--- config.mk ---
export PLATFORM = sky130hd
export DESIGN_NAME = lsu_bus_bridge
export DESIGN_NICKNAME = d
export VERILOG_FILES = /design/src/rtl/lsu_bus_bridge.sv
export SDC_FILE = /design/constraint.sdc
export NUM_CORES = 1
export LEC_CHECK = 0
export ABC_AREA = 1
export CAP_MARGIN = 20
export CORE_UTILIZATION = 53
export CTS_CLUSTER_SIZE = 12
export DETAILED_ROUTE_END_ITERATION = 16
export PLACE_DENSITY = 0.81
export RECOVER_POWER = 25
export SKIP_LAST_GASP = 1
export SLEW_MARGIN = 10
export SYNTH_ARGS = -nofsm -noshare
export SYNTH_HDL_FRONTEND = slang
export SYNTH_SLANG_ARGS = --single-unit
--- constraint.sdc ---
create_clock -name clock -period 4.3 [get_ports clock]
set_input_delay 0.645 -clock clock [delete_from_list [all_inputs] [get_ports clock]]
set_output_delay 0.645 -clock clock [all_outputs]
set_load 0.05 [all_outputs]
--- src/rtl/lsu_bus_bridge.sv ---
// Byte-addressed load/store to word-bus bridge for the on-chip RAM.
// Forms byte masks/lanes, splits word-crossing accesses, extends load data.

module lsu_bus_bridge_lane #(
    parameter int LANE  = 0,
    parameter int VEC_W = 8
) (
    input  logic [1:0]         off,
    input  logic [2:0]         nbytes,
    input  logic [4*VEC_W-1:0] data,
    output logic               m,
    output logic [VEC_W-1:0]   d
);
    // k is the request byte that lands on this lane of the 8-lane {word1, word0} window
    logic [3:0] k;
    logic       in_win;

    assign k      = 4'(LANE) - {2'b00, off};
    assign in_win = (4'(LANE) >= {2'b00, off}) && (k < 4'd4);
    assign m      = in_win && (k < {1'b0, nbytes});
    assign d      = in_win ? data[k[1:0]*VEC_W +: VEC_W] : '0;
endmodule

module lsu_bus_bridge #(
    parameter bit ALLOW_SPLIT = 1'b1
) (
    input  logic        clock,
    input  logic        reset,
    input  logic        req_valid,
    output logic        req_ready,
    input  logic        req_write,
    input  logic [31:0] req_addr,
    input  logic [1:0]  req_size,
    input  logic        req_signed,
    input  logic [31:0] req_data,
    output logic        resp_valid,
    output logic [31:0] resp_data,
    output logic        resp_error,
    output logic [29:0] bus_addr,
    input  logic [31:0] bus_data_r,
    output logic [31:0] bus_data_w,
    output logic [3:0]  bus_mask_w
);
    localparam int NUM_LANES = 4;
    localparam int VEC_W     = 8;

    localparam logic [1:0] S_IDLE = 2'd0;
    localparam logic [1:0] S_ACC0 = 2'd1;
    localparam logic [1:0] S_ACC1 = 2'd2;
    localparam logic [1:0] S_WAIT = 2'd3;

    typedef struct packed {
        logic        write;
        logic [31:0] addr;
        logic [1:0]  size;
        logic        sgn;
        logic [31:0] data;
    } req_t;

    logic [1:0]  state;
    req_t        req_in, req_q, cur;
    logic [31:0] word0_q;

    logic [1:0]  off;
    logic [2:0]  nbytes;
    logic        split;
    logic [29:0] w0, w1;
    logic        accept;

    logic [2*NUM_LANES-1:0]            m8;
    logic [2*NUM_LANES-1:0][VEC_W-1:0] d64;

    logic [31:0] lo, hi, sh, ld_res;

    always_comb begin
        req_in.write = req_write;
        req_in.addr  = req_addr;
        req_in.size  = req_size;
        req_in.sgn   = req_signed;
        req_in.data  = req_data;
    end

    // Lane formation runs off the live request in IDLE (to register ACC0 outputs
    // at accept) and off the latched request afterwards.
    assign cur    = (state == S_IDLE) ? req_in : req_q;
    assign off    = cur.addr[1:0];
    assign accept = req_valid & req_ready;
    assign w0     = cur.addr[31:2];
    assign w1     = w0 + 30'd1;

    always_comb begin
        case (cur.size)
            2'd0:    nbytes = 3'd1;
            2'd1:    nbytes = 3'd2;
            default: nbytes = 3'd4;
        endcase
    end

    assign split = ({1'b0, off} + nbytes) > 3'd4;

    for (genvar i = 0; i < 2*NUM_LANES; i++) begin : g_lane
        lsu_bus_bridge_lane #(.LANE(i), .VEC_W(VEC_W)) u_lane (
            .off    (off),
            .nbytes (nbytes),
            .data   (cur.data),
            .m      (m8[i]),
            .d      (d64[i])
        );
    end

    // In WAIT the last read word is on bus_data_r; for split loads word0 was captured in ACC1.
    always_comb begin
        lo = split ? word0_q : bus_data_r;
        hi = split ? bus_data_r : 32'd0;
        sh = 32'({hi, lo} >> {off, 3'b000});
        case (nbytes)
            3'd1:    ld_res = {{24{cur.sgn & sh[7]}}, sh[7:0]};
            3'd2:    ld_res = {{16{cur.sgn & sh[15]}}, sh[15:0]};
            default: ld_res = sh;
        endcase
    end

    assign req_ready = (state == S_IDLE);

    always_ff @(posedge clock) begin
        if (reset) begin
            state      <= S_IDLE;
            req_q      <= '0;
            word0_q    <= '0;
            resp_valid <= 1'b0;
            resp_data  <= '0;
            resp_error <= 1'b0;
            bus_addr   <= '0;
            bus_data_w <= '0;
            bus_mask_w <= '0;
        end else begin
            resp_valid <= 1'b0;
            resp_error <= 1'b0;
            bus_mask_w <= '0;
            case (state)
                S_IDLE: if (accept) begin
                    req_q <= req_in;
                    if (split && !ALLOW_SPLIT) begin
                        resp_valid <= 1'b1;
                        resp_error <= 1'b1;
                        resp_data  <= '0;
                    end else begin
                        state      <= S_ACC0;
                        bus_addr   <= w0;
                        bus_data_w <= d64[NUM_LANES-1:0];
                        bus_mask_w <= req_write ? m8[NUM_LANES-1:0] : 4'h0;
                    end
                end
                S_ACC0: begin
                    if (split) begin
                        state      <= S_ACC1;
                        bus_addr   <= w1;
                        bus_data_w <= d64[2*NUM_LANES-1:NUM_LANES];
                        bus_mask_w <= cur.write ? m8[2*NUM_LANES-1:NUM_LANES] : 4'h0;
                    end else if (!cur.write) begin
                        state <= S_WAIT;
                    end else begin
                        state      <= S_IDLE;
                        resp_valid <= 1'b1;
                        resp_data  <= '0;
                    end
                end
                S_ACC1: begin
                    word0_q <= bus_data_r;
                    if (cur.write) begin
                        state      <= S_IDLE;
                        resp_valid <= 1'b1;
                        resp_data  <= '0;
                    end else begin
                        state <= S_WAIT;
                    end
                end
                default: begin
                    state      <= S_IDLE;
                    resp_valid <= 1'b1;
                    resp_data  <= ld_res;
                end
            endcase
        end
    end
endmodule

==> impl_metrics.tcl, run 1 <==
set metrics [dict create \
    firstDrtPassIters 8 \
    synth_compound_area_frac 0.2568 \
    routed_wl_um 33680 \
    drt-initial-drc-count 1006 \
    setup-violations-final 0 \
    synth_top_family_by_area "compound AO/OA/AOI/OAI gates" \
    vdd_drop_max_v 0.0004535 \
    synth_area_per_cell_sq_um 6.604 \
    cts_resized 0 \
    antenna_cells 0 \
    viasPerCell 5.600 \
    post_cts.repair.setup_buffers 0 \
    tightest_slew_ps 1970 \
    area_growth_pct 24.40 \
    die_w_um 147.8 \
    drive_gt1_frac 0.05981 \
    clockBufferDepth 3 \
    cts_sinks 201 \
    multi_input_area_sq_mm 0.006090 \
    max_stage_delay_ps 400 \
    grt_pass1_wl_um 53500 \
    netSwitchingFraction 0.5313 \
    grt.overflow.total 0 \
    holdBufCountCts 0 \
    grt_max_degree 93 \
    cts_tree "built" \
    die_area_sq_mm 0.02184 \
    hold-worst-slack_ps 446.8 \
    ios 204 \
    start_kind "flip-flop" \
    io_buffer_count 202 \
    slew_viol_final 52 \
    internal_power_mw 6.101 \
    cts-buffers-inserted 22 \
    critPathKind "flip-flop to flip-flop" \
    crit_arrival_ps 4100 \
    p_leak_nw 5.939 \
    antenna_found_initial 0 \
    synthAdderAreaFrac 0.02732 \
    yosys.area_share.simple 0.2345 \
    status "finished, violations left" \
    synthArstFlopShare 0 \
    crit_slowest_cell "fa_1" \
    nets 1970 \
    utilization 0.6817 \
    rows 52 \
    synth_xor_area_frac 0.01633 \
    fillCellCount 1823 \
    synthMuxAreaShare 0.001777 \
    crit_fanout 23 \
    netlist_area_sq_mm 0.01127 \
    chipHeight_um 147.8 \
    hpwl_um 23470 \
    p_comb_frac 0.651 \
    insertion_delay_ps 510 \
    detail-route-antenna-nets 0 \
    cts-root-buf "clkbuf_16" \
    path_cells "inv_1 -> ha_4 -> o21ai_0 -> inv_1 -> nand2_2 -> inv_1 -> ha_1 -> inv_1 -> fa_1 -> nand2_1 -> nand3_4 -> nand2_1 -> nand3_1 -> nand2_1 -> nand2_1 -> nand3_2 -> nand3_2 -> nand2_1 -> a21oi_1" \
    ys_seq_elements 201 \
    grt_pass1_vias 10670 \
    maxCapViolations 1 \
    grt_setup_unrepaired "no" \
    remaining_drc_errors 0 \
    holdCritPathClass "flip-flop to flip-flop" \
    yosysSeqAreaShare 0.3572 \
    hold_viol 0 \
    clkPwrFrac 0.135 \
    power.switching_mw 6.915 \
    power_density_mw_per_mm2 928.7 \
    routedWlPerCell_um 15.84 \
    synth_cells 1706 \
    period_share 0.8759 \
    skew_ps 10.96 \
    seqPwrFrac 0.213 \
    synth-edff-count 0 \
    clock.fmax_mhz 265.5 \
    vias 11910 \
    track_usage 0.3014 \
    path_clk_slew_ps 60 \
    max-slew-margin-rel -0.3132 \
    synth_fp_nets 1833 \
    ys.warnings.count 0 \
    endpoint_kind "flip-flop" \
    violations "capacitance limit, slew limit" \
    place.gp.congestion 0.9227 \
    setup_tns_ps 0 \
    cpMostUsedCell "nand2_1" \
    htreeDepth 1 \
    start_util 0.5480 \
    yosysUniqueCellTypes 45 \
    critPathRequiredTime_ps 4640 \
    core_area_sq_mm 0.02056 \
    period_needed_ps 3766 \
    synth-main-ff-cell "dfxtp_1" \
    seqCellArea_sq_mm 0.004024 \
]
==> flip-flops by register name, indices dropped and copies added, names as in the netlist <==
register and count:
resp_valid 1, req_q 68, resp_data 32, bus_addr 30, bus_mask_w 4, word0_q 32
bus_data_w 32, state 2
==> worst paths after layout <==
kind	startpoint	end	slack, ps	cells past startpoint
worst max register to register	state[0]$_SDFFE_PP0N_	resp_data[17]$_SDFFE_PP0P_	530	19
worst min register to register	req_q[11]$_SDFFE_PP0P_	req_q[11]$_SDFFE_PP0P_	450	2
worst min-delay path	req_q[11]$_SDFFE_PP0P_	req_q[11]$_SDFFE_PP0P_	450	2
worst max-delay path	state[0]$_SDFFE_PP0N_	resp_data[17]$_SDFFE_PP0P_	530	19
==> Yosys cell counts, types with 3 or more instances <==
| cell type | number | area share |
|---|---|---|
| a31oi_1 | 13 | 0.0072 |
| clkbuf_1 | 70 | 0.023 |
| nor3_1 | 5 | 0.0022 |
| a211oi_1 | 26 | 0.017 |
| xnor2_1 | 3 | 0.0023 |
| nor2_2 | 7 | 0.0039 |
| buf_1 | 10 | 0.0033 |
| buf_2 | 23 | 0.010 |
| nand2_2 | 5 | 0.0028 |
| nand2_1 | 406 | 0.14 |
| nand4_1 | 18 | 0.010 |
| nand3_2 | 6 | 0.0053 |
| o22ai_1 | 16 | 0.0089 |
| inv_1 | 165 | 0.055 |
| buf_6 | 5 | 0.0050 |
| nand3_1 | 57 | 0.025 |
| buf_4 | 6 | 0.0040 |
| nor2_1 | 123 | 0.041 |
| o21ai_2 | 17 | 0.013 |
| ha_1 | 23 | 0.026 |
| xor2_1 | 18 | 0.014 |
| o21ai_1 | 10 | 0.0044 |
| o21ai_0 | 240 | 0.11 |
| a21oi_1 | 183 | 0.081 |
| dfxtp_1 | 201 | 0.36 |
| or2_2 | 3 | 0.0017 |
| o211ai_1 | 19 | 0.013 |
| inv_2 | 5 | 0.0017 |
==> final cells by class <==
cell class / count / share of cell area
Tap cell: 270 / 0.02410
Timing Repair Buffer: 229 / 0.1608
Sequential cell: 201 / 0.2871
Clock inverter: 5 / 0.001786
Clock buffer: 32 / 0.04562
Multi-Input combinational cell: 1217 / 0.4345
Inverter: 172 / 0.04607
==> stage by stage <==
step / cells / instance area [sq um] / setup slack [ps] / power, mW
finish: 2126 / 14010 / 533.5 / 13.02
global route: 2126 / 14010 / 167.1 / 14.00
floorplan: 1706 / 11270 / 360.9 / 8.983
global placement: 2089 / 13350 / 193.3 / 11.01
CTS: 2126 / 14010 / 370.8 / 12.97
detailed placement: 2089 / 13350 / 64.23 / 11.17
==> routing by layer <==
layer / vias up / part of all wire / GRT usage
met1: 5376 / 0.44 / 0.4099
met5: - / 0 / 0
li1: 5894 / - / -
met3: 73 / 0.083 / 0.04383
met4: 0 / 0.029 / 0.1031
met2: 563 / 0.45 / 0.4882
==> worst max-delay path: cells and delay by family (launching register included) <==
| family | cells | cell delay [ps] |
|---|---|---|
| simple gates | 10 | 1660 |
| fa+ha+maj | 3 | 830 |
| flops | 1 | 380 |
| buf+inv | 4 | 360 |
| compound gates | 2 | 340 |
==> cell families after synthesis <==
group / after synthesis
adders and majority gates: 24
other: 1
xor gates and xnor gates: 21
and+or+nand+nor: 638
AOI/OAI and AO/OA: 531
muxes: 2
DFF: 201
buffers and inverters: 288
==> layout by cell type, fill, tap and decap left out, types with 4 or more instances in the layout <==
cell type,netlist,final
nand2_1,406,405
o21ai_0,240,240
dfxtp_1,201,201
a21oi_1,183,183
inv_1,165,165
clkdlybuf4s50_1,0,158
nor2_1,123,123
nand3_1,57,57
dlygate4sd3_1,0,43
a211oi_1,26,26
clkbuf_16,0,23
buf_4,6,23
ha_1,23,22
o211ai_1,19,19
nand4_1,18,18
xor2_1,18,18
o21ai_2,17,16
o22ai_1,16,16
a31oi_1,13,13
o21ai_1,10,10
nor2_2,7,7
clkbuf_1,70,7
inv_2,5,6
nand2_2,5,5
nand3_2,6,5
clkinv_2,0,5
nor3_1,5,4
==> power by group through the flow <==
stage	Clock, mW	Sequential, mW	Combinational (mW)
2_1_floorplan	0	3.72	5.26
3_3_place_gp	0	2.79	8.22
3_5_place_dp	0	2.81	8.36
4_1_cts	1.78	2.78	8.42
5_1_grt	1.85	2.83	9.32
6_report	1.76	2.78	8.48
Note: power is estimated with default switching activity, not from simulation.
==> run 2, diff against run 1 <==
- CAP_MARGIN: 20 -> 40
==> run 2 against run 1 <==
The run still ends with capacitance limit, slew limit left. Sequential share of layout area decreased by 0.10 points. Clock skew about the same. First-iteration DRC count increased by 15%. Clock power increased by 3%. Sequential power about the same. Via count increased by 0.29%. Die area unchanged. Utilization increased by 0.24 points. Maximum frequency decreased by 1.5%. Critical endpoint is now resp_data[20]$_SDFFE_PP0P_.
==> impl_metrics.tcl, run 2 (synthesis gave the netlist of run 1 again) <==
set metrics [dict create \
    detail-route-antenna-nets 0 \
    grt_setup_unrepaired "no" \
    core_area_sq_mm 0.02056 \
    crit_path_end "resp_data[20]$_SDFFE_PP0P_" \
    hpwl_um 23690 \
    skew_ps 11.15 \
    track_usage 0.3087 \
    largest_reg_flops 68 \
    grt_max_degree 93 \
    die_area_sq_mm 0.02184 \
    crit_slowest_cell "inv_1" \
    violations "capacitance limit, slew limit" \
    path_buf_inv 5 \
    crit_cells 16 \
    tightest_slew_ps 1928 \
    crit_arrival_ps 4260 \
    ff2ff_setup_slack_ps 470 \
    routedWlPerCell_um 16.00 \
    dp_slack_ps 116.1 \
    htreeDepth 1 \
    cp-startpoint "state[0]$_SDFFE_PP0N_" \
    post-route-cell-area_sq_mm 0.01406 \
    p_comb_frac 0.650 \
    cpMostUsedCell "inv_1" \
    io_buffer_count 202 \
    path_cells "inv_1 -> ha_4 -> o21ai_0 -> inv_1 -> nand2_2 -> inv_1 -> ha_1 -> inv_1 -> fa_1 -> nand2_1 -> nand3_4 -> inv_1 -> a21oi_1 -> a21oi_1 -> nand2_1 -> a21oi_1" \
    p_leak_nw 5.960 \
    path_clk_slew_ps 60 \
    post_cts.repair.setup_buffers 0 \
    grt_pass1_wl_um 54900 \
    netSwitchingFraction 0.5300 \
    internal_power_mw 6.169 \
    insertion_delay_ps 500 \
    clockBufferDepth 3 \
    r2r_start "state[0]$_SDFFE_PP0N_" \
    setup_tns_ps 0 \
    drt-initial-drc-count 1159 \
    die_w_um 147.8 \
    rr_endpoint "resp_data[20]$_SDFFE_PP0P_" \
    viasPerCell 5.617 \
    power_density_mw_per_mm2 933.2 \
    endpoint_kind "flip-flop" \
    layout_common_cells "nand2_1, o21ai_0, dfxtp_1, a21oi_1, inv_1" \
    rows 52 \
    clock.fmax_mhz 261.4 \
    period_needed_ps 3825 \
    fillCellCount 1822 \
    routed_wl_um 34010 \
    crit_fanout 23 \
    firstDrtPassIters 7 \
    cts-root-buf "clkbuf_16" \
    cts_sinks 201 \
    vdd_drop_max_v 0.0005077 \
    critPathRequiredTime_ps 4730 \
    start_util 0.5480 \
    dp.cells 2090 \
    top_register "req_q" \
    chipHeight_um 147.8 \
    max_stage_delay_ps 490 \
    path_delay_family "compound AO/OA/AOI/OAI gates" \
    nets 1971 \
    cts_tree "built" \
    maxCapViolations 1 \
    placed_cell_area_sq_mm 0.01337 \
    status "finished, violations left" \
    holdCritPathClass "flip-flop to flip-flop" \
    area_growth_pct 24.83 \
    period_share 0.8896 \
    holdBufCountCts 0 \
    grt_pass1_vias 10870 \
    antenna_found_initial 0 \
    remaining_drc_errors 0 \
    layout_commonest_cell "nand2_1" \
    seqPwrFrac 0.212 \
    vias 11940 \
    antenna_cells 0 \
    drive_gt1_frac 0.06034 \
    cts-buffers-inserted 22 \
    grt.overflow.total 0 \
    slew_viol_final 52 \
    place.gp.congestion 0.9227 \
    stdcell_count 2126 \
    hold_viol 0 \
    setup-violations-final 0 \
    max-slew-margin-rel -0.2853 \
    critPathKind "flip-flop to flip-flop" \
    setup_ws_ps 474.9 \
    ios 204 \
    hold-worst-slack_ps 446.0 \
    power.switching_mw 6.955 \
    clkPwrFrac 0.138 \
    worstRegToRegCells 16 \
    start_kind "flip-flop" \
]
==> run 2: cell count changes in the layout (fill, tap and decap cells not counted) <==
cell	delta
buf_16	+1
bufinv_16	+1
clkbuf_1	-1
clkinv_2	-1
==> run 2: power groups by stage <==
stage               Sequential (mW)  Combinational [mW]  Clock, mW
floorplan                      3.72                5.26          0
global placement               2.79                8.22          0
detailed placement             2.81                8.37          0
CTS                            2.78                8.46       1.84
global route                   2.83                9.38       1.92
finish                         2.78                8.53       1.82
==> run 2: metrics by stage <==
step,utilization,power (mW)
after floorplan,-,8.983
after global placement,0.6492,11.01
after detailed placement,0.6505,11.18
after CTS,0.6838,13.07
after global routing,0.6840,14.13
final,0.6840,13.12
==> run 2: worst min path at each step <==
stage,end,cells past startpoint,startpoint
final,req_q[0]$_SDFFE_PP0P_,2,req_q[0]$_SDFFE_PP0P_
after global routing,req_q[14]$_SDFFE_PP0P_,2,req_q[14]$_SDFFE_PP0P_
after CTS,req_q[14]$_SDFFE_PP0P_,2,req_q[14]$_SDFFE_PP0P_
after detailed placement,req_q[14]$_SDFFE_PP0P_,2,req_q[14]$_SDFFE_PP0P_
after global placement,req_q[13]$_SDFFE_PP0P_,2,req_q[13]$_SDFFE_PP0P_
after floorplan,req_q[0]$_SDFFE_PP0P_,2,req_q[0]$_SDFFE_PP0P_
==> run 2: worst reg2reg max path, stage by stage, from the launching register on <==
cell     delay (ps)
dfxtp_1         380
inv_1           110
ha_4            250
o21ai_0         300
inv_1           130
nand2_2          80
inv_1            60
ha_1            180
inv_1            70
fa_1            410
nand2_1         190
nand3_4         280
inv_1           500
a21oi_1         170
a21oi_1         400
nand2_1         120
a21oi_1         130
==> run 2: repair_timing <==
item / 4_1_cts / 5_1_grt
endpoints found under the setup margin: 0 / 2
endpoints found under the hold margin: 0 / 0
resized for setup: 0 / 1
==> run 2: area by class of cell <==
class / instances / area [sq um] / share of cell area
multi-input cells: 1217 / 6090 / 0.4330
flip-flops and latches: 201 / 4024 / 0.2861
repair buffers: 230 / 2281 / 0.1622
inverters: 172 / 645.6 / 0.04591
clock buffers: 31 / 635.6 / 0.04520
well taps: 270 / 337.8 / 0.02402
clock inverters: 5 / 50.05 / 0.003559
==> run 2: layer usage <==
metal  up-vias  wire length [um]  global-route usage
li1       5904                 -                   -
met1      5448             14910              0.4235
met2       528             15650              0.5047
met3        61              2728             0.04660
met4         0               716             0.08299
met5         -                 0                   0
